[src/rtl/axis_frame_pkg.sv]
// Shared types and helpers for the AXI-Stream frame arbiter.
// Holds the FSM state encoding, source-index width helper and round-robin pick.
package axis_frame_pkg;

    localparam int MAX_SRC = 8;
    localparam int MAX_IDW = 3;

    typedef enum logic [1:0] {
        IDLE   = 2'd0,
        STREAM = 2'd1,
        PAD    = 2'd2
    } state_t;

    function automatic int calc_idw(input int n);
        return (n > 1) ? $clog2(n) : 1;
    endfunction

    // First requester strictly after 'last', wrapping modulo n; returns 'last' if none.
    function automatic logic [MAX_IDW-1:0] rr_next(input logic [MAX_SRC-1:0] req,
                                                   input logic [MAX_IDW-1:0] last,
                                                   input int n);
        logic [MAX_IDW-1:0] g;
        int idx;
        g = last;
        for (int k = n; k >= 1; k--) begin
            idx = (int'(last) + k) % n;
            if (req[idx[MAX_IDW-1:0]]) g = idx[MAX_IDW-1:0];
        end
        return g;
    endfunction

endpackage

[src/rtl/rr_arbiter.sv]
// Combinational round-robin picker: next requester after last_grant.
module rr_arbiter
    import axis_frame_pkg::*;
#(
    parameter  int N_SRC = 2,
    localparam int IDW   = calc_idw(N_SRC)
) (
    input  logic [N_SRC-1:0] req_i,
    input  logic [IDW-1:0]   last_grant_i,
    output logic [IDW-1:0]   grant_o,
    output logic             any_req_o
);

    assign any_req_o = |req_i;
    assign grant_o   = IDW'(rr_next(MAX_SRC'(req_i), MAX_IDW'(last_grant_i), N_SRC));

endmodule

[src/rtl/axis_frame_arbiter.sv]
// Frame-level round-robin arbiter muxing N_SRC AXI-Stream sources onto one DMA port.
// Optional AXIS_FRAME_TIMEOUT_EN closes a stalled frame with a zero pad beat.
module axis_frame_arbiter
    import axis_frame_pkg::*;
#(
    parameter  int N_SRC      = 2,
    parameter  int DATA_WIDTH = 32,
    parameter  int FRAME_LEN  = 16,
    parameter  int TIMEOUT    = 256,
    localparam int IDW        = calc_idw(N_SRC)
) (
    input  logic                        clk,
    input  logic                        rst_n,
    input  logic [N_SRC-1:0]            s_axis_tvalid,
    input  logic [N_SRC*DATA_WIDTH-1:0] s_axis_tdata,
    output logic [N_SRC-1:0]            s_axis_tready,
    output logic                        m_axis_tvalid,
    output logic [DATA_WIDTH-1:0]       m_axis_tdata,
    output logic                        m_axis_tlast,
    output logic [IDW-1:0]              m_axis_tid,
    input  logic                        m_axis_tready,
    output logic                        busy,
    output logic                        trunc_flag
);

    localparam int BCW = $clog2(FRAME_LEN + 1);

    state_t                              state_q, state_d;
    logic [IDW-1:0]                      grant_q, grant_d;
    logic [IDW-1:0]                      last_grant_q, last_grant_d;
    logic [BCW-1:0]                      beat_cnt_q, beat_cnt_d;
    logic [N_SRC-1:0][DATA_WIDTH-1:0]    src_data;
    logic [IDW-1:0]                      arb_grant;
    logic                                any_req;
    logic                                beat_last;

    assign src_data  = s_axis_tdata;
    assign beat_last = (beat_cnt_q == BCW'(FRAME_LEN - 1));
    assign busy      = (state_q != IDLE);

    rr_arbiter #(.N_SRC(N_SRC)) u_rr (
        .req_i        (s_axis_tvalid),
        .last_grant_i (last_grant_q),
        .grant_o      (arb_grant),
        .any_req_o    (any_req)
    );

`ifdef AXIS_FRAME_TIMEOUT_EN
    localparam int ICW = (TIMEOUT > 1) ? $clog2(TIMEOUT) : 1;
    logic [ICW-1:0] idle_cnt_q, idle_cnt_d;
    logic           trunc_q, trunc_d;

    assign trunc_flag = trunc_q;

    always_ff @(posedge clk or negedge rst_n) begin
        if (!rst_n) begin
            idle_cnt_q <= '0;
            trunc_q    <= 1'b0;
        end else begin
            idle_cnt_q <= idle_cnt_d;
            trunc_q    <= trunc_d;
        end
    end
`else
    wire unused_timeout = (TIMEOUT > 0);
    assign trunc_flag = 1'b0;
`endif

    always_ff @(posedge clk or negedge rst_n) begin
        if (!rst_n) begin
            state_q      <= IDLE;
            grant_q      <= '0;
            last_grant_q <= IDW'(N_SRC - 1);
            beat_cnt_q   <= '0;
        end else begin
            state_q      <= state_d;
            grant_q      <= grant_d;
            last_grant_q <= last_grant_d;
            beat_cnt_q   <= beat_cnt_d;
        end
    end

    always_comb begin
        state_d       = state_q;
        grant_d       = grant_q;
        last_grant_d  = last_grant_q;
        beat_cnt_d    = beat_cnt_q;
        s_axis_tready = '0;
        m_axis_tvalid = 1'b0;
        m_axis_tdata  = '0;
        m_axis_tlast  = 1'b0;
        m_axis_tid    = '0;
`ifdef AXIS_FRAME_TIMEOUT_EN
        idle_cnt_d    = idle_cnt_q;
        trunc_d       = trunc_q;
`endif
        case (state_q)
            IDLE: begin
                if (any_req) begin
                    grant_d    = arb_grant;
                    beat_cnt_d = '0;
                    state_d    = STREAM;
`ifdef AXIS_FRAME_TIMEOUT_EN
                    idle_cnt_d = '0;
`endif
                end
            end
            STREAM: begin
                // Pure pass-through; grant is frozen until the tlast handshake.
                m_axis_tvalid          = s_axis_tvalid[grant_q];
                m_axis_tdata           = src_data[grant_q];
                m_axis_tid             = grant_q;
                m_axis_tlast           = beat_last;
                s_axis_tready[grant_q] = m_axis_tready;
                if (s_axis_tvalid[grant_q] && m_axis_tready) begin
                    if (beat_last) begin
                        last_grant_d = grant_q;
                        beat_cnt_d   = '0;
                        state_d      = IDLE;
                    end else begin
                        beat_cnt_d = beat_cnt_q + BCW'(1);
                    end
                end
`ifdef AXIS_FRAME_TIMEOUT_EN
                // Only a silent source ages the frame; DMA back-pressure does not.
                if (s_axis_tvalid[grant_q]) begin
                    idle_cnt_d = '0;
                end else if (idle_cnt_q == ICW'(TIMEOUT - 1)) begin
                    idle_cnt_d = '0;
                    state_d    = PAD;
                end else begin
                    idle_cnt_d = idle_cnt_q + ICW'(1);
                end
`endif
            end
`ifdef AXIS_FRAME_TIMEOUT_EN
            PAD: begin
                m_axis_tvalid = 1'b1;
                m_axis_tlast  = 1'b1;
                m_axis_tid    = grant_q;
                if (m_axis_tready) begin
                    trunc_d      = 1'b1;
                    last_grant_d = grant_q;
                    beat_cnt_d   = '0;
                    state_d      = IDLE;
                end
            end
`endif
            default: state_d = IDLE;
        endcase
    end

endmodule

[config.mk]
export PLATFORM = sky130hd
export DESIGN_NAME = axis_frame_arbiter
export DESIGN_NICKNAME = d
export VERILOG_FILES = /design/src/rtl/axis_frame_pkg.sv /design/src/rtl/rr_arbiter.sv /design/src/rtl/axis_frame_arbiter.sv
export SDC_FILE = /design/constraint.sdc
export NUM_CORES = 1
export LEC_CHECK = 0
export CELL_PAD_IN_SITES_DETAIL_PLACEMENT = 0
export CELL_PAD_IN_SITES_GLOBAL_PLACEMENT = 1
export CORE_AREA = 2 2 78 80
export DETAILED_ROUTE_END_ITERATION = 6
export DIE_AREA = 0 0 80 82
export GPL_TIMING_DRIVEN = 0
export PLACE_DENSITY = 0.76
export SLEW_MARGIN = 20
export SYNTH_ARGS = -nofsm -noshare
export SYNTH_HDL_FRONTEND = slang
export SYNTH_SLANG_ARGS = --single-unit
export TNS_END_PERCENT = 50
[constraint.sdc]
create_clock -name clk -period 1.6 [get_ports clk]
set_input_delay 0.32 -clock clk [delete_from_list [all_inputs] [get_ports clk]]
set_output_delay 0.32 -clock clk [all_outputs]
set_load 0.05 [all_outputs]
-- Word level (Yosys, flattened, before mapping)
Cells that the tools add are included.
- bits in registers: 9
- bits of input ports: 69
- output and inout port bits: 39
- logic and storage cells: 54
- add/sub/neg operators: 3
- magnitude comparators: 4
- equal/unequal tests: 5
- multiplexer cells: 25
- bitwise gates (word level): 3
- reduce and logical (&&, ||, !) cells: 10
- operators by type and width (operator ; number):
    $mux 32 ; 3
    $mux 5 ; 3
    $mux 1 ; 10
    $pmux 5 s2 ; 1
    $reduce_and 3->1 ; 3
    $lt 3x4->1 const B ; 2
    $mux 2 ; 4
    $ne 2x2->1 const B ; 3
    $add 5x1->5 const B ; 1
    $eq 5x4->1 const B ; 1
    $bmux 1 s2 ; 2
    $pmux 2 s2 ; 1
    $reduce_bool 2->1 ; 2
    $add 1x1->1 const B ; 2
    $and 1x1->1 const A ; 2
    $and 2x2->2 ; 1
    $eq 2x1->1 const B ; 1
    $logic_and 1x1->1 ; 2
    $logic_not 2->1 ; 1
    $lt 1x2->1 const B ; 1
    $reduce_and 2->1 ; 1
    $reduce_or 2->1 ; 1
    $demux 1 s1 ; 1
    $ge 1x1->1 const B ; 1

-- Logic depth before layout (Yosys ltp)
Gate-level depths: netlist of the first run.
- depth in word-level cells: 6
- mapped depth: 5
- depth with buffers taken out: 4

-- Modules after synthesis
Synthesis of the first run repeated with hierarchy kept, for this count alone.
- cell total of the unflattened synthesis: 120
- area, all modules: 929.6 µm²
- by module, submodules not included (module ; instances ; cells an instance ; area each (µm²) ; sequential area each (µm²)):
    axis_frame_arbiter ; 1 ; 117 ; 914.6 ; 201.4
    rr_arbiter ; 1 ; 3 ; 15.0 ; 0.0

-- Worst setup path before layout of the first run
OpenSTA, ideal clock, no wires.
- kind: register -> output
- start: reg state_q[0]
- end: out m_axis_tdata[10]
- arrival time: 2.032 ns
- required time: 1.280 ns
- path slack: -0.752 ns
- cell stages (with the launch flop): 6
- buffers on the path: 3
- cells stage by stage: dfrtp_1 clkbuf_1 inv_2 buf_2 buf_1 nor2_1
- longest elaborated chain between the ends: 2
- ends and longest elaborated chain (what ; RTL line ; source):
    start: declaration ; axis_frame_arbiter.sv:28 ; state_t state_q, state_d;
    start signal: assignment ; axis_frame_arbiter.sv:76 ; state_q <= state_d;
    $eq 2x1->1 ; axis_frame_arbiter.sv:97 ; case (state_q)
    $mux 32 ; axis_frame_arbiter.sv:97 ;
    end: declaration ; axis_frame_arbiter.sv:18 ; output logic [DATA_WIDTH-1:0] m_axis_tdata,
Every way passes these cells.

-- Worst setup path after layout of the first run
- start: reg grant_q
- end: out m_axis_tvalid
- longest elaborated chain between the ends: 3
- ends and longest elaborated chain (what ; RTL line ; source):
    start: declaration ; axis_frame_arbiter.sv:29 ; logic [IDW-1:0] grant_q, grant_d;
    start signal: assignment ; axis_frame_arbiter.sv:77 ; grant_q <= grant_d;
    $mux 1 (not written as such) (2 in a row) ; axis_frame_arbiter.sv:110 ; m_axis_tvalid = s_axis_tvalid[grant_q];
    $mux 1 ; axis_frame_arbiter.sv:97 ;
    end: declaration ; axis_frame_arbiter.sv:17 ; output logic m_axis_tvalid,
Every way passes these cells. The select of a mux whose other input is x is not followed.

==> results.cfg, run 1 <==
[outcome]
status = complete, but fails checks
failed_checks = negative setup slack

[synth]
synth_fp_nets = 192
syn_inst = 122
synth-seq-area-share = 0.211
synth_area_um2 = 953
syn-mean-instance-area_um2 = 7.81
yosysUniqueCellTypes = 32
synth_warnings = 0
ys_seq_elements = 8

[final_layout]
drive_gt1_frac = 0.557
n_antenna_cell = 0
layout_common_cells = clkdlybuf4s50_1 (65), nor2_4 (33), buf_6 (31), mux2i_4 (26), buf_4 (9)
area_growth_pct = 235
final_util = 0.555
finalNonFillerCells = 321
final_common_cell = clkdlybuf4s50_1
nets = 317

[worst_setup_path]
critPathMaxFanout = 11
arrival_ns = 1.44
startpoint_type = flop
reg2reg_depth = 5
rr_startpoint = beat_cnt_q[0]$_DFFE_PN0P_
r2r_end = beat_cnt_q[1]$_DFFE_PN0P_
critPathRequiredTime_ns = 1.28
crit_start = grant_q$_DFFE_PN0P_
criticalPathCategory = reg2out
regToRegSetupSlack_ns = 0.03
worstSetupEndpointType = output pin

[global_route]
grt_antenna_before_repair = 0
grt_overflow_total = 0
grtUsageMet1 = 0.134
grt_pass1_vias = 1256
gr-usage-met2 = 0.207
grt_max_degree = 11
busiest_layer = met2
grt_util_met3 = 0.0319
grt_use_total = 0.116
grt_pass1_wl_um = 6030

[clock_network]
clock_latency_ns = 0.24
cts_root_buf = clkbuf_8
clk_path_buf_depth = 2
cts.sinks = 8
cts_tree = built
cts-htree-levels = 1
cts-buffers-inserted = 3
path_clk_slew_ns = 0.05

[timing]
period_needed_ns = 1.76
finalMaxSlewViolations = 0
setup_ws_ns = -0.157
fmax_mhz = 569
rsz0062_at_grt = true
period_share = 1.10
setup_tns_ns = -4.02
setup_violations = 35
fin_skew_ns = 0.00825
finalHoldViolCount = 0

[route]
drt_iter0_drc = 12
avgViaCountPerCell = 4.33
routedWlPerCell_um = 14.3
dr.pass1.iters = 4
dr_total_vias = 1389
ant_nets = 0
routed_wl_um = 4600
drc = 0

[place]
place_worst_setup_slack_ns = -0.773
dp_cells = 303
hpwl_um = 3140
gp_congestion = 0.759
io_buffers = 106

[job]
maxCapViolations = 0

[die]
die_w_um = 80
row_count = 28
io_pins = 108
initial_core_util = 0.166
die_h_um = 82
core_um2 = 5750
dieArea_um2 = 6560

[pwr]
power.leakage_nw = 1.20
cellPowerDensity_nw_per_um2 = 1760
vdd_drop_max_uv = 1200

[min_path]
hold_path.class = in2async
[cell usage after synthesis]
library cell | count | share of area
and2_1 | 1 | 0.0066
nand2_1 | 4 | 0.016
a32oi_1 | 1 | 0.0092
nor2_1 | 38 | 0.15
buf_2 | 4 | 0.021
o2bb2a_1 | 1 | 0.010
nor2b_1 | 1 | 0.0066
o2bb2ai_2 | 1 | 0.016
nand3_1 | 5 | 0.026
buf_1 | 3 | 0.012
nand4_1 | 2 | 0.013
a32o_1 | 1 | 0.010
clkinv_1 | 1 | 0.0039
mux2_4 | 1 | 0.016
o21ai_1 | 1 | 0.0052
o211ai_1 | 2 | 0.016
inv_1 | 2 | 0.0079
mux2_1 | 1 | 0.012
mux2i_1 | 33 | 0.35
dfrtp_1 | 7 | 0.18
buf_4 | 1 | 0.0079
inv_2 | 1 | 0.0039
and3_1 | 1 | 0.0066
a21boi_1 | 1 | 0.0079
buf_6 | 1 | 0.012
conb_1 | 1 | 0.0039
or3_1 | 1 | 0.0066
clkbuf_1 | 1 | 0.0039
nand4b_1 | 1 | 0.0092
ha_1 | 1 | 0.013
or4b_1 | 1 | 0.010
dfstp_2 | 1 | 0.028
[cells by family after synthesis]
logic type	Yosys count	share of synthesized area
compound gates	8	0.0748
fa+ha+maj	1	0.0131
buf+inv	14	0.0722
flops	8	0.211
mux	35	0.374
other cells	1	0.00393
simple gates	55	0.251
[flip-flops by register name, summed over array words and instances (netlist names)]
| signal | flops |
|---|---|
| beat_cnt_q | 5 |
| grant_q | 1 |
| last_grant_q | 1 |
| state_q | 1 |
[worst max path at each step]
stage	endpoint	slack, ns
global placement	s_axis_tready[1]	-0.76
CTS	m_axis_tdata[29]	-0.21
floorplan	s_axis_tready[0]	-0.08
finish	m_axis_tvalid	-0.16
global route	m_axis_tdata[5]	-0.19
detailed placement	s_axis_tready[1]	-0.77
[power breakdown]
part           switching [mW]  total, mW  leakage, nW  internal [mW]
Combinational            2.58       5.02         1.09           2.44
Clock                  0.0940      0.268       0.0228          0.174
Sequential             0.0636      0.335       0.0882          0.272
Total                    2.74       5.62         1.20           2.88
[worst max-delay path: stages, from the launching register on]
cell	delay [ns]
dfrtp_1	0.39
buf_12	0.16
mux2_4	0.34
and2_4	0.17
buf_6	0.14
[metrics by stage]
| stage | cell area (µm²) | total power, mW | hold slack, ns |
|---|---|---|---|
| after floorplan | 1260 | 2.94 | 0.0244 |
| after global placement | 2410 | 3.93 | 0.501 |
| after detailed placement | 2410 | 3.94 | 0.511 |
| after CTS | 2650 | 4.68 | 0.391 |
| after global routing | 3190 | 5.88 | 0.398 |
| final | 3190 | 5.62 | 0.373 |
[what timing repair did]
action | CTS | global route
pin swaps | 1 | 3
resized for setup | 274 | 96
setup buffers | 3 | 5
hold buffers | 0 | 0
endpoints found under the setup margin | 39 | 37
gates cloned | 1 | 5
[per-layer routing]
layer,vias to the layer above,wire (µm)
met5,-,0
met4,0,49
met2,65,2500
met1,641,1700
li1,678,-
met3,5,348
[area by class of cell]
class,count,area (µm²)
tap,75,93.8
multi-input combinational,100,1280
clock buffer,4,45.0
inverter,4,20.0
timing repair buffer,120,1340
buffer,10,205
fill,485,2560
sequential,8,203
(Power assumes the default switching activity.)
==> inputs of run 2 (changes only) <==
--- a/config.mk
+++ b/config.mk
@@ -8,6 +8,7 @@
 export CELL_PAD_IN_SITES_DETAIL_PLACEMENT = 0
 export CELL_PAD_IN_SITES_GLOBAL_PLACEMENT = 1
 export CORE_AREA = 2 2 78 80
+export CTS_CLUSTER_SIZE = 28
 export DETAILED_ROUTE_END_ITERATION = 6
 export DIE_AREA = 0 0 80 82
 export GPL_TIMING_DRIVEN = 0
==> results of run 2 <==
Same layout as run 1: the final DEF is identical, and so are final timing and power.
==> inputs of run 3 (changes only) <==
--- a/config.mk
+++ b/config.mk
@@ -5,6 +5,7 @@
 export SDC_FILE = /design/constraint.sdc
 export NUM_CORES = 1
 export LEC_CHECK = 0
+export CAP_MARGIN = 20
 export CELL_PAD_IN_SITES_DETAIL_PLACEMENT = 0
 export CELL_PAD_IN_SITES_GLOBAL_PLACEMENT = 1
 export CORE_AREA = 2 2 78 80
@@ -13,6 +14,8 @@
 export DIE_AREA = 0 0 80 82
 export GPL_TIMING_DRIVEN = 0
 export PLACE_DENSITY = 0.76
+export SETUP_SLACK_MARGIN = 0.1
+export SKIP_CTS_REPAIR_TIMING = 1
 export SLEW_MARGIN = 20
 export SYNTH_ARGS = -nofsm -noshare
 export SYNTH_HDL_FRONTEND = slang
==> results.cfg, run 3 (synthesis results as in run 1) <==
[outcome]
status = complete, but fails checks
failed_checks = negative setup slack

[clock_network]
cts_root_buf = clkbuf_8
clock_latency_ns = 0.23
cts_tree = built
cts.sinks = 8
cts-htree-levels = 1
path_clk_slew_ns = 0.05
cts-buffers-inserted = 3
clk_path_buf_depth = 2

[final_layout]
nets = 327
layout_common_cells = clkdlybuf4s50_1 (66), nor2_4 (34), mux2i_4 (26), buf_4 (19), buf_6 (17)
area_growth_pct = 253
drive_gt1_frac = 0.582
fill_cells = 462
final_common_cell = clkdlybuf4s50_1
final_util = 0.586
largest_register_ffs = 5
finalNonFillerCells = 331
top_register = beat_cnt_q
final_area_um2 = 3370
register_area_um2 = 204
n_antenna_cell = 0
multi_input_area_um2 = 1320

[pwr]
p_sw_frac = 0.478
cellPowerDensity_nw_per_um2 = 1760
vdd_drop_max_uv = 945
p_switching_mw = 2.84
p_clk_frac = 0.045
total_power_mw = 5.94
p_int_mw = 3.11
power.leakage_nw = 1.31
power_frac_seq = 0.060
comb_power_share = 0.895

[worst_setup_path]
rr_startpoint = grant_q$_DFFE_PN0P_
cp_slowest_stage_delay_ns = 0.43
crit_start = grant_q$_DFFE_PN0P_
slowest_stage = dfrtp_2
startpoint_type = flop
critPathMaxFanout = 7
arrival_ns = 1.90
critPathRequiredTime_ns = 1.72
worstSetupEndpointType = flop
crit_chain = buf_12, mux2_4, buf_4, buf_4, o2bb2ai_4, mux2_4
reg2reg_depth = 6
regToRegSetupSlack_ns = -0.18
crit_end = beat_cnt_q[1]$_DFFE_PN0P_
r2r_end = beat_cnt_q[1]$_DFFE_PN0P_
criticalPathCategory = reg2reg

[timing]
tightestPinTransition_ns = 0.498
setup_ws_ns = -0.177
finalMaxSlewViolations = 0
fin_skew_ns = 0.00509
setup_tns_ns = -4.84
setup_violations = 38
slew_headroom = 0.668
period_share = 1.11
fmax_mhz = 563
timing.hold.ws_ns = 0.376
rsz0062_at_grt = true
period_needed_ns = 1.78
finalHoldViolCount = 0

[global_route]
grt_overflow_total = 0
grt_use_total = 0.107
grt_pass1_vias = 1244
grt_pass1_wl_um = 5690
grt_max_degree = 11
grt_antenna_before_repair = 0

[route]
routed_wl_um = 4720
dr_total_vias = 1458
routedWlPerCell_um = 14.3
ant_nets = 0
drc = 0
dr.pass1.iters = 4
drt_iter0_drc = 14
avgViaCountPerCell = 4.40

[die]
core_um2 = 5750
die_w_um = 80
dieArea_um2 = 6560
io_pins = 108
row_count = 28
initial_core_util = 0.166
die_h_um = 82

[place]
gp_congestion = 0.742
dp_cells = 303
place_worst_setup_slack_ns = -0.775
placed_area_um2 = 2440
io_buffers = 106
hpwl_um = 3120

[job]
maxCapViolations = 0

[min_path]
hold_path.class = in2async
==> run 3: cell count changes in the layout (fill, tap and decap cells not counted), moves of 2 or more <==
cell,previous run,this run
buf_12,5,3
buf_4,9,19
buf_6,31,17
buf_8,7,16
clkbuf_16,5,8
clkbuf_2,0,2
dlygate4sd2_1,4,0
dlymetal6s2s_1,0,3
mux2i_1,2,4
mux2i_2,5,3
==> run 3: how the worst min path moves through the flow <==
stage | startpoint | endpoint | slack (ns) | cells after the start
2_1_floorplan | rst_n | beat_cnt_q[0]$_DFFE_PN0P_ | 0.02 | 0
3_3_place_gp | beat_cnt_q[0]$_DFFE_PN0P_ | beat_cnt_q[0]$_DFFE_PN0P_ | 0.50 | 1
3_5_place_dp | beat_cnt_q[0]$_DFFE_PN0P_ | beat_cnt_q[0]$_DFFE_PN0P_ | 0.51 | 1
4_1_cts | rst_n | beat_cnt_q[0]$_DFFE_PN0P_ | 0.39 | 1
5_1_grt | rst_n | beat_cnt_q[0]$_DFFE_PN0P_ | 0.41 | 1
6_report | rst_n | beat_cnt_q[2]$_DFFE_PN0P_ | 0.38 | 1
==> run 3: critical path: cells and delay by family, from the launching register on <==
family                 cells  cell delay [ns]
AOI/OAI and AO/OA          1             0.14
muxes                      2             0.64
DFF                        1             0.43
buffers and inverters      3             0.45
==> run 3: cell type report <==
class,instances,share of cell area
clock buffer,4,0.0134
timing repair buffer,130,0.436
buffer,10,0.0654
inverter,4,0.00669
sequential,8,0.0605
tap,75,0.0279
multi-input combinational,100,0.390
==> run 3: power by group through the flow <==
stage               sequential [mW]  clock, mW  combinational, mW
floorplan                     0.334          0               2.65
global placement              0.329          0               3.65
detailed placement            0.331          0               3.67
CTS                           0.331      0.265               3.69
global route                  0.370      0.282               5.55
finish                        0.358      0.266               5.32
==> run 3: metal layers <==
metal / wire length [µm] / global-route usage
met4: 42 / 0.0203
met2: 2430 / 0.188
met5: 0 / 0
met1: 1730 / 0.126
met3: 514 / 0.0374
==> RTL edit 1: new RTL, flow settings as in run 1 <==
The option `AXIS_FRAME_TIMEOUT_EN` is turned on by a define.
--- a/src/rtl/axis_frame_arbiter.sv
+++ b/src/rtl/axis_frame_arbiter.sv
@@ -2,2 +2,4 @@
 // Optional AXIS_FRAME_TIMEOUT_EN closes a stalled frame with a zero pad beat.
+`define AXIS_FRAME_TIMEOUT_EN
+
 module axis_frame_arbiter
Check against the original RTL: same outputs for any inputs over 4 cycles, from zero or initial values and one cycle with rst_n low; that may be too few to reach the edited logic, so the function may still have changed.
==> RTL edit 1 against run 1 <==
The flow still finishes with violations (setup timing); cell count is 24% higher; setup slack worse by 0.28 ns; non-clock buffer count is 8 higher; core utilization is 11 points higher; cell area is 20% higher; global-route usage is 5.6 points higher; combinational power is 24% higher; routed wire length is 35% higher; sequential cell count is 10 higher; power is 30% higher; synthesized area is 76% higher; sequential share of layout area is 5.5 points higher; largest power group unchanged; highest routed layer unchanged.
==> RTL edit 1: results (changes against run 1) <==
| Metric | Value |
|---|---|
| Initial antenna violation count | `0 (unchanged)` |
| Post-synth ARST share | `100% (unchanged)` |
| Initial DRC Count | `39 (was 12)` |
| Biggest regs | `idle_cnt_q: 8 flops, beat_cnt_q: 5 flops, state_q: 2 flops` |
| Leak | `1.76 nW (was 1.20 nW)` |
| GPL Wtd Cong | `0.791 (was 0.759)` |
| Min-delay worst type | `reg -> reg (was in -> async)` |
| Max-slew headroom | `44.1%` |
| Number of global-route vias before repair | `1776 (was 1256)` |
| Post-synth top cells | `nor2b_1, mux2i_1, dfrtp_1 (was nor2_1, mux2i_1, dfrtp_1)` |
| Seq/Total Area, Yosys | `27.0% (was 21.1%)` |
| Worst Reg-to-Reg Cells | `6 (was 5)` |
| CTS max path bufs | `2 (unchanged)` |
| Worst Clk Skew | `0.00191 ns (was 0.00825 ns)` |
| ANT cells | `0 (unchanged)` |
| Root Buffer | `clkbuf_8 (unchanged)` |
| Dpl ws | `-1.08 ns (was -0.773 ns)` |
| Synth Instances | `193 (was 122)` |
| Share of layout cells above drive strength 1 | `45.8% (was 55.7%)` |
| GRT Residual Overflow | `0 (unchanged)` |
| Worst vdd ir | `0.00128 V (was 0.00120 V)` |
| Setup TNS | `-12.63 ns (was -4.02 ns)` |
| Routed Antenna Nets | `0 (unchanged)` |
| Yosys warning total | `0 (unchanged)` |
| Htree depth | `1 (unchanged)` |
| Vias per Instance | `4.94 (was 4.33)` |
| NetSw | `3.44 mW (was 2.74 mW)` |
| WL/cell | `15.5 um (was 14.3 um)` |
| DP HPWL | `4.57 mm (was 3.14 mm)` |
| Crit path max fanout | `4 (was 11)` |
| Register clock-pin slew on the reported worst setup and hold paths | `0.07 ns (was 0.05 ns)` |
| # placed instances | `375 (was 303)` |
| Outcome | `finished, violations left (unchanged)` |
| Total CTS buffers | `3 (unchanged)` |
| Number of iterations in the first detailed-routing pass | `4 (unchanged)` |
| Final Worst Setup Slack | `-0.434 ns (was -0.157 ns)` |
| Critical Path AT | `2.23 ns (was 1.44 ns)` |
| First-pass GRT wire length | `8.84 mm (was 6.03 mm)` |
| Port buffer count | `107 (was 106)` |
| Fin cells | `398 (was 321)` |
| Number of enable flip-flop cells after synthesis | `0 (unchanged)` |
| Finish-stage setup viols | `52 (was 35)` |
| Failing checks | `setup timing (unchanged)` |
| Hold depth | `1` |
| GRT Total Usage | `17.2% (was 11.6%)` |
| Net Count, Synth | `267 (was 192)` |
| Top post-synthesis cells by area | `dfrtp_1, mux2i_1, nor2b_1, ha_1, nand2_1 (was mux2i_1, dfrtp_1, nor2_1, dfstp_2, nand3_1)` |
| Netlist cell types | `44 (was 32)` |
| Clk Latency, worst-skew pair | `0.26 ns (was 0.24 ns)` |
| Largest net degree at the start of global routing | `19 (was 11)` |
-- RTL edit 1: changes by cell type in the layout (fill, tap and decap cells not counted), sizes merged, moves of 7 or more --
cell	change
nor2b	+34
nor2	-30
dfrtp	+10
nand2	+8
buf	+7
o21ai	+7
-- RTL edit 1: final timing paths --
| path | start | end | slack [ns] |
|---|---|---|---|
| worst max-delay path | state_q[1] | beat_cnt_q[3] | -0.43 |
| worst min-delay path | trunc_flag | trunc_flag | 0.45 |
| worst max register to register | state_q[1] | beat_cnt_q[3] | -0.43 |
| worst min register to register | trunc_flag | trunc_flag | 0.45 |
| max in group asynchronous | rst_n | grant_q | 0.49 |
| min in group asynchronous | rst_n | beat_cnt_q[4] | 0.53 |
-- RTL edit 1: metrics by stage --
| step | hold WS [ns] | instance area (um2) | power, mW |
|---|---|---|---|
| floorplan | 0.0244 | 1950 | 4.17 |
| global placement | 0.438 | 3120 | 5.46 |
| detailed placement | 0.451 | 3120 | 5.47 |
| CTS | 0.460 | 3470 | 6.62 |
| global route | 0.483 | 3820 | 7.65 |
| finish | 0.451 | 3820 | 7.28 |
-- RTL edit 1: power groups by stage --
stage / combinational (mW) / clock (mW) / sequential [mW]
floorplan: 3.55 / 0 / 0.624
global placement: 4.82 / 0 / 0.642
detailed placement: 4.83 / 0 / 0.642
CTS: 5.56 / 0.401 / 0.659
global route: 6.52 / 0.423 / 0.705
finish: 6.21 / 0.388 / 0.682
-- RTL edit 1: routing by layer --
metal	up-vias	GRT usage, %	routed length, um
met5	-	0	0
met4	0	2.03	21
met3	3	3.30	252
met2	53	31.3	3520
met1	950	21.6	2390
li1	960	-	-
-- RTL edit 1: kinds of logic (layout without fill, tap and decap cells) --
| logic type | after synthesis | count (layout) | synth area share (%) |
|---|---|---|---|
| XOR/XNOR | 1 | 1 | 0.523 |
| flip-flops | 18 | 18 | 27.0 |
| adder cells (fa/ha/maj) | 5 | 5 | 3.74 |
| multiplexers | 37 | 37 | 22.3 |
| AO/OA/AOI/OAI | 31 | 31 | 13.3 |
| AND/OR/NAND/NOR | 83 | 83 | 28.5 |
| buffers and inverters | 18 | 148 | 4.63 |
-- RTL edit 1: timing repair --
item,4_1_cts,5_1_grt
gates cloned,2,2
setup buffers,8,10
setup endpoints to repair,55,54
resized for setup,306,54
pin swaps,4,7
-- RTL edit 1: critical path, cell delays in order (launching register included) --
cell and delay, ns:
dfrtp_1 0.41, buf_4 0.15, ha_4 0.16, or3b_4 0.37, a221o_1 0.38, or3_4 0.38
a21oi_2 0.13
-- RTL edit 1: area by class of cell --
type,count,area [um2]
sequential,18,454
clock buffer,4,55.1
tap,75,93.8
inverter,6,22.5
fill,473,1930
buffer,9,164
timing repair buffer,129,1370
multi-input combinational,157,1660
==> RTL edit 2: new RTL, settings of run 1 <==
Made on the original files. Encoding of `state_t`: now one-hot (3 bits for 3 states).
--- a/src/rtl/axis_frame_pkg.sv
+++ b/src/rtl/axis_frame_pkg.sv
@@ -7,6 +7,6 @@
 
-    typedef enum logic [1:0] {
-        IDLE   = 2'd0,
-        STREAM = 2'd1,
-        PAD    = 2'd2
+    typedef enum logic [2:0] {
+        IDLE   = 3'b001,
+        STREAM = 3'b010,
+        PAD    = 3'b100
     } state_t;
Behaviour: no difference found for any inputs over 10 cycles, from zero or initial values and one cycle with rst_n low; not proved beyond that.
==> RTL edit 2 against run 1 <==
The flow still finishes with violations (setup timing); sequential cell count is 1 higher; critical path depth rose by 1; cell area is 7.7% lower; setup slack got worse by 0.0094 ns; fmax down 0.53%; power down 20%; synthesized area is 5.5% higher; routed wire length rose by 0.48%; critical path type unchanged; largest power group unchanged.
==> RTL edit 2: results (changes against run 1) <==
| Metric | Value |
|---|---|
| Outcome | `finished, violations left (unchanged)` |
| Failing checks | `setup timing (unchanged)` |
| First-pass GRT wire length | `6.56 mm (was 6.03 mm)` |
| Number of global-route vias before repair | `1319 (was 1256)` |
| Routed wl met2 | `2.43 mm (was 2.50 mm)` |
| GR Util met2 | `24.3% (was 20.7%)` |
| Finish-stage setup viols | `37 (was 35)` |
| Post-synth top cells | `nor2_1, mux2i_1, dfrtp_1 (unchanged)` |
| Max-cap violations | `0 (unchanged)` |
| Cell Area, Placed | `2360 um2 (was 2410 um2)` |
| Global Route met3 Usage | `3.74% (was 3.19%)` |
| Dpl ws | `-0.803 ns (was -0.773 ns)` |
| Sw Ratio | `49.0% (was 48.7%)` |
| Top post-synthesis cells by area | `mux2i_1, dfrtp_1, nor2_1, dfstp_2, a32oi_4 (was mux2i_1, dfrtp_1, nor2_1, dfstp_2, nand3_1)` |
| Worst vdd ir | `0.000802 V (was 0.00120 V)` |
| Postcts setup bufs | `3 (unchanged)` |
| WL final | `4.62 mm (was 4.60 mm)` |
| Netlist cell types | `31 (was 32)` |
| Initial antenna violation count | `0 (unchanged)` |
| Final Worst Setup Slack | `-0.166 ns (was -0.157 ns)` |
| Leak | `1.18 nW (was 1.20 nW)` |
| Crit path max-delay family | `flip-flops (unchanged)` |
| Post-synth ARST share | `100% (unchanged)` |
| Largest stage delay, worst path | `0.55 ns (was 0.39 ns)` |
| Routed wl met3 | `517 um (was 348 um)` |
| Largest net degree at the start of global routing | `11 (unchanged)` |
| Comb pwr share | `86.3% (was 89.3%)` |
| Biggest regs | `beat_cnt_q: 5 flops, state_q: 2 flops` |
| Proportion of netlist area held by the largest area contributor | `31.8% (was 34.6%)` |
| Number of iterations in the first detailed-routing pass | `4 (unchanged)` |
| Initial DRC Count | `25 (was 12)` |
| Total CTS buffers | `3 (unchanged)` |
| DP HPWL | `3.32 mm (was 3.14 mm)` |
| GPL Wtd Cong | `0.763 (was 0.759)` |
| Metal-1 WL | `1.67 mm (was 1.70 mm)` |
| Htree depth | `1 (unchanged)` |
| Crit path max fanout | `5 (was 11)` |
| Seq/Total Area, Yosys | `22.6% (was 21.1%)` |
| Critical Path AT | `1.45 ns` |
| Root Buffer | `clkbuf_8 (unchanged)` |
| Min-delay worst type | `in -> async (unchanged)` |
| Met1 GRT Util | `13.7% (was 13.4%)` |
| Worst Reg-to-Reg Cells | `4 (was 5)` |
| ANT cells | `0 (unchanged)` |
| Vias per Instance | `4.35 (was 4.33)` |
| Post-CTS Resized | `325 (was 274)` |
| Flip-flop and latch power | `357 uW (was 335 uW)` |
| Primary FF master, synth | `dfrtp_1 (unchanged)` |
| Highest Signal Layer | `met3 (was met4)` |
| Net Count, Synth | `198 (was 192)` |
| Crit-path slowest cell | `dfstp_2 (was dfrtp_1)` |
| Worst Clk Skew | `0.000512 ns (was 0.00825 ns)` |
| Nets | `316 (was 317)` |
| GRT Total Usage | `12.7% (was 11.6%)` |
| Share of layout cells above drive strength 1 | `48.6% (was 55.7%)` |
| Port buffer count | `106 (unchanged)` |
RTL edit 2: cell types whose count changed after synthesis, sizes merged, moves of 2 or more:
cell	before	now
clkbuf	1	4
nor2	38	40
nand4	2	0
nand2b	0	2
o211ai	2	0
buf	9	5
a21oi	0	3
a31oi	0	2
RTL edit 2: final cells by class:
class | instances | area, um2
Inverter | 4 | 15.0
Tap cell | 75 | 93.8
Sequential cell | 9 | 229
Clock buffer | 4 | 45.0
Multi-Input combinational cell | 106 | 1130
Fill cell | 528 | 2800
Timing Repair Buffer | 113 | 1260
Buffer | 9 | 173
RTL edit 2: kinds of logic (layout without fill, tap and decap cells):
group           after synthesis  count (layout)  share of synthesized area [%]
mux                          33              33                           33.3
simple gates                 59              59                           26.4
other cells                   1               1                          0.373
flops                         9               9                           22.6
compound gates               12              12                           9.70
fa+ha+maj                     1               1                           1.24
buf+inv                      13             130                           6.34
RTL edit 2: worst paths after layout:
kind / startpoint / endpoint / slack, ns
max reg2reg: state_q[1] / beat_cnt_q[3] / -0.02
min: rst_n / beat_cnt_q[0] / 0.40
max in group asynchronous: rst_n / last_grant_q / 0.87
max: state_q[0] / m_axis_tdata[23] / -0.17
min reg2reg: beat_cnt_q[4] / beat_cnt_q[4] / 0.51
min in group clk: s_axis_tvalid[0] / last_grant_q / 0.49
RTL edit 2: stage by stage:
step | util, % | hold WS, ns | power (mW) | setup TNS [ns] | instances
2_1_floorplan | - | 0.0244 | 2.40 | -1.53 | 128
3_3_place_gp | 41.0 | 0.491 | 3.18 | -28.45 | 309
3_5_place_dp | 41.0 | 0.496 | 3.21 | -28.63 | 309
4_1_cts | 49.5 | 0.403 | 4.38 | -5.30 | 320
5_1_grt | 51.2 | 0.423 | 4.72 | -7.17 | 320
6_report | 51.2 | 0.399 | 4.50 | -5.23 | 320
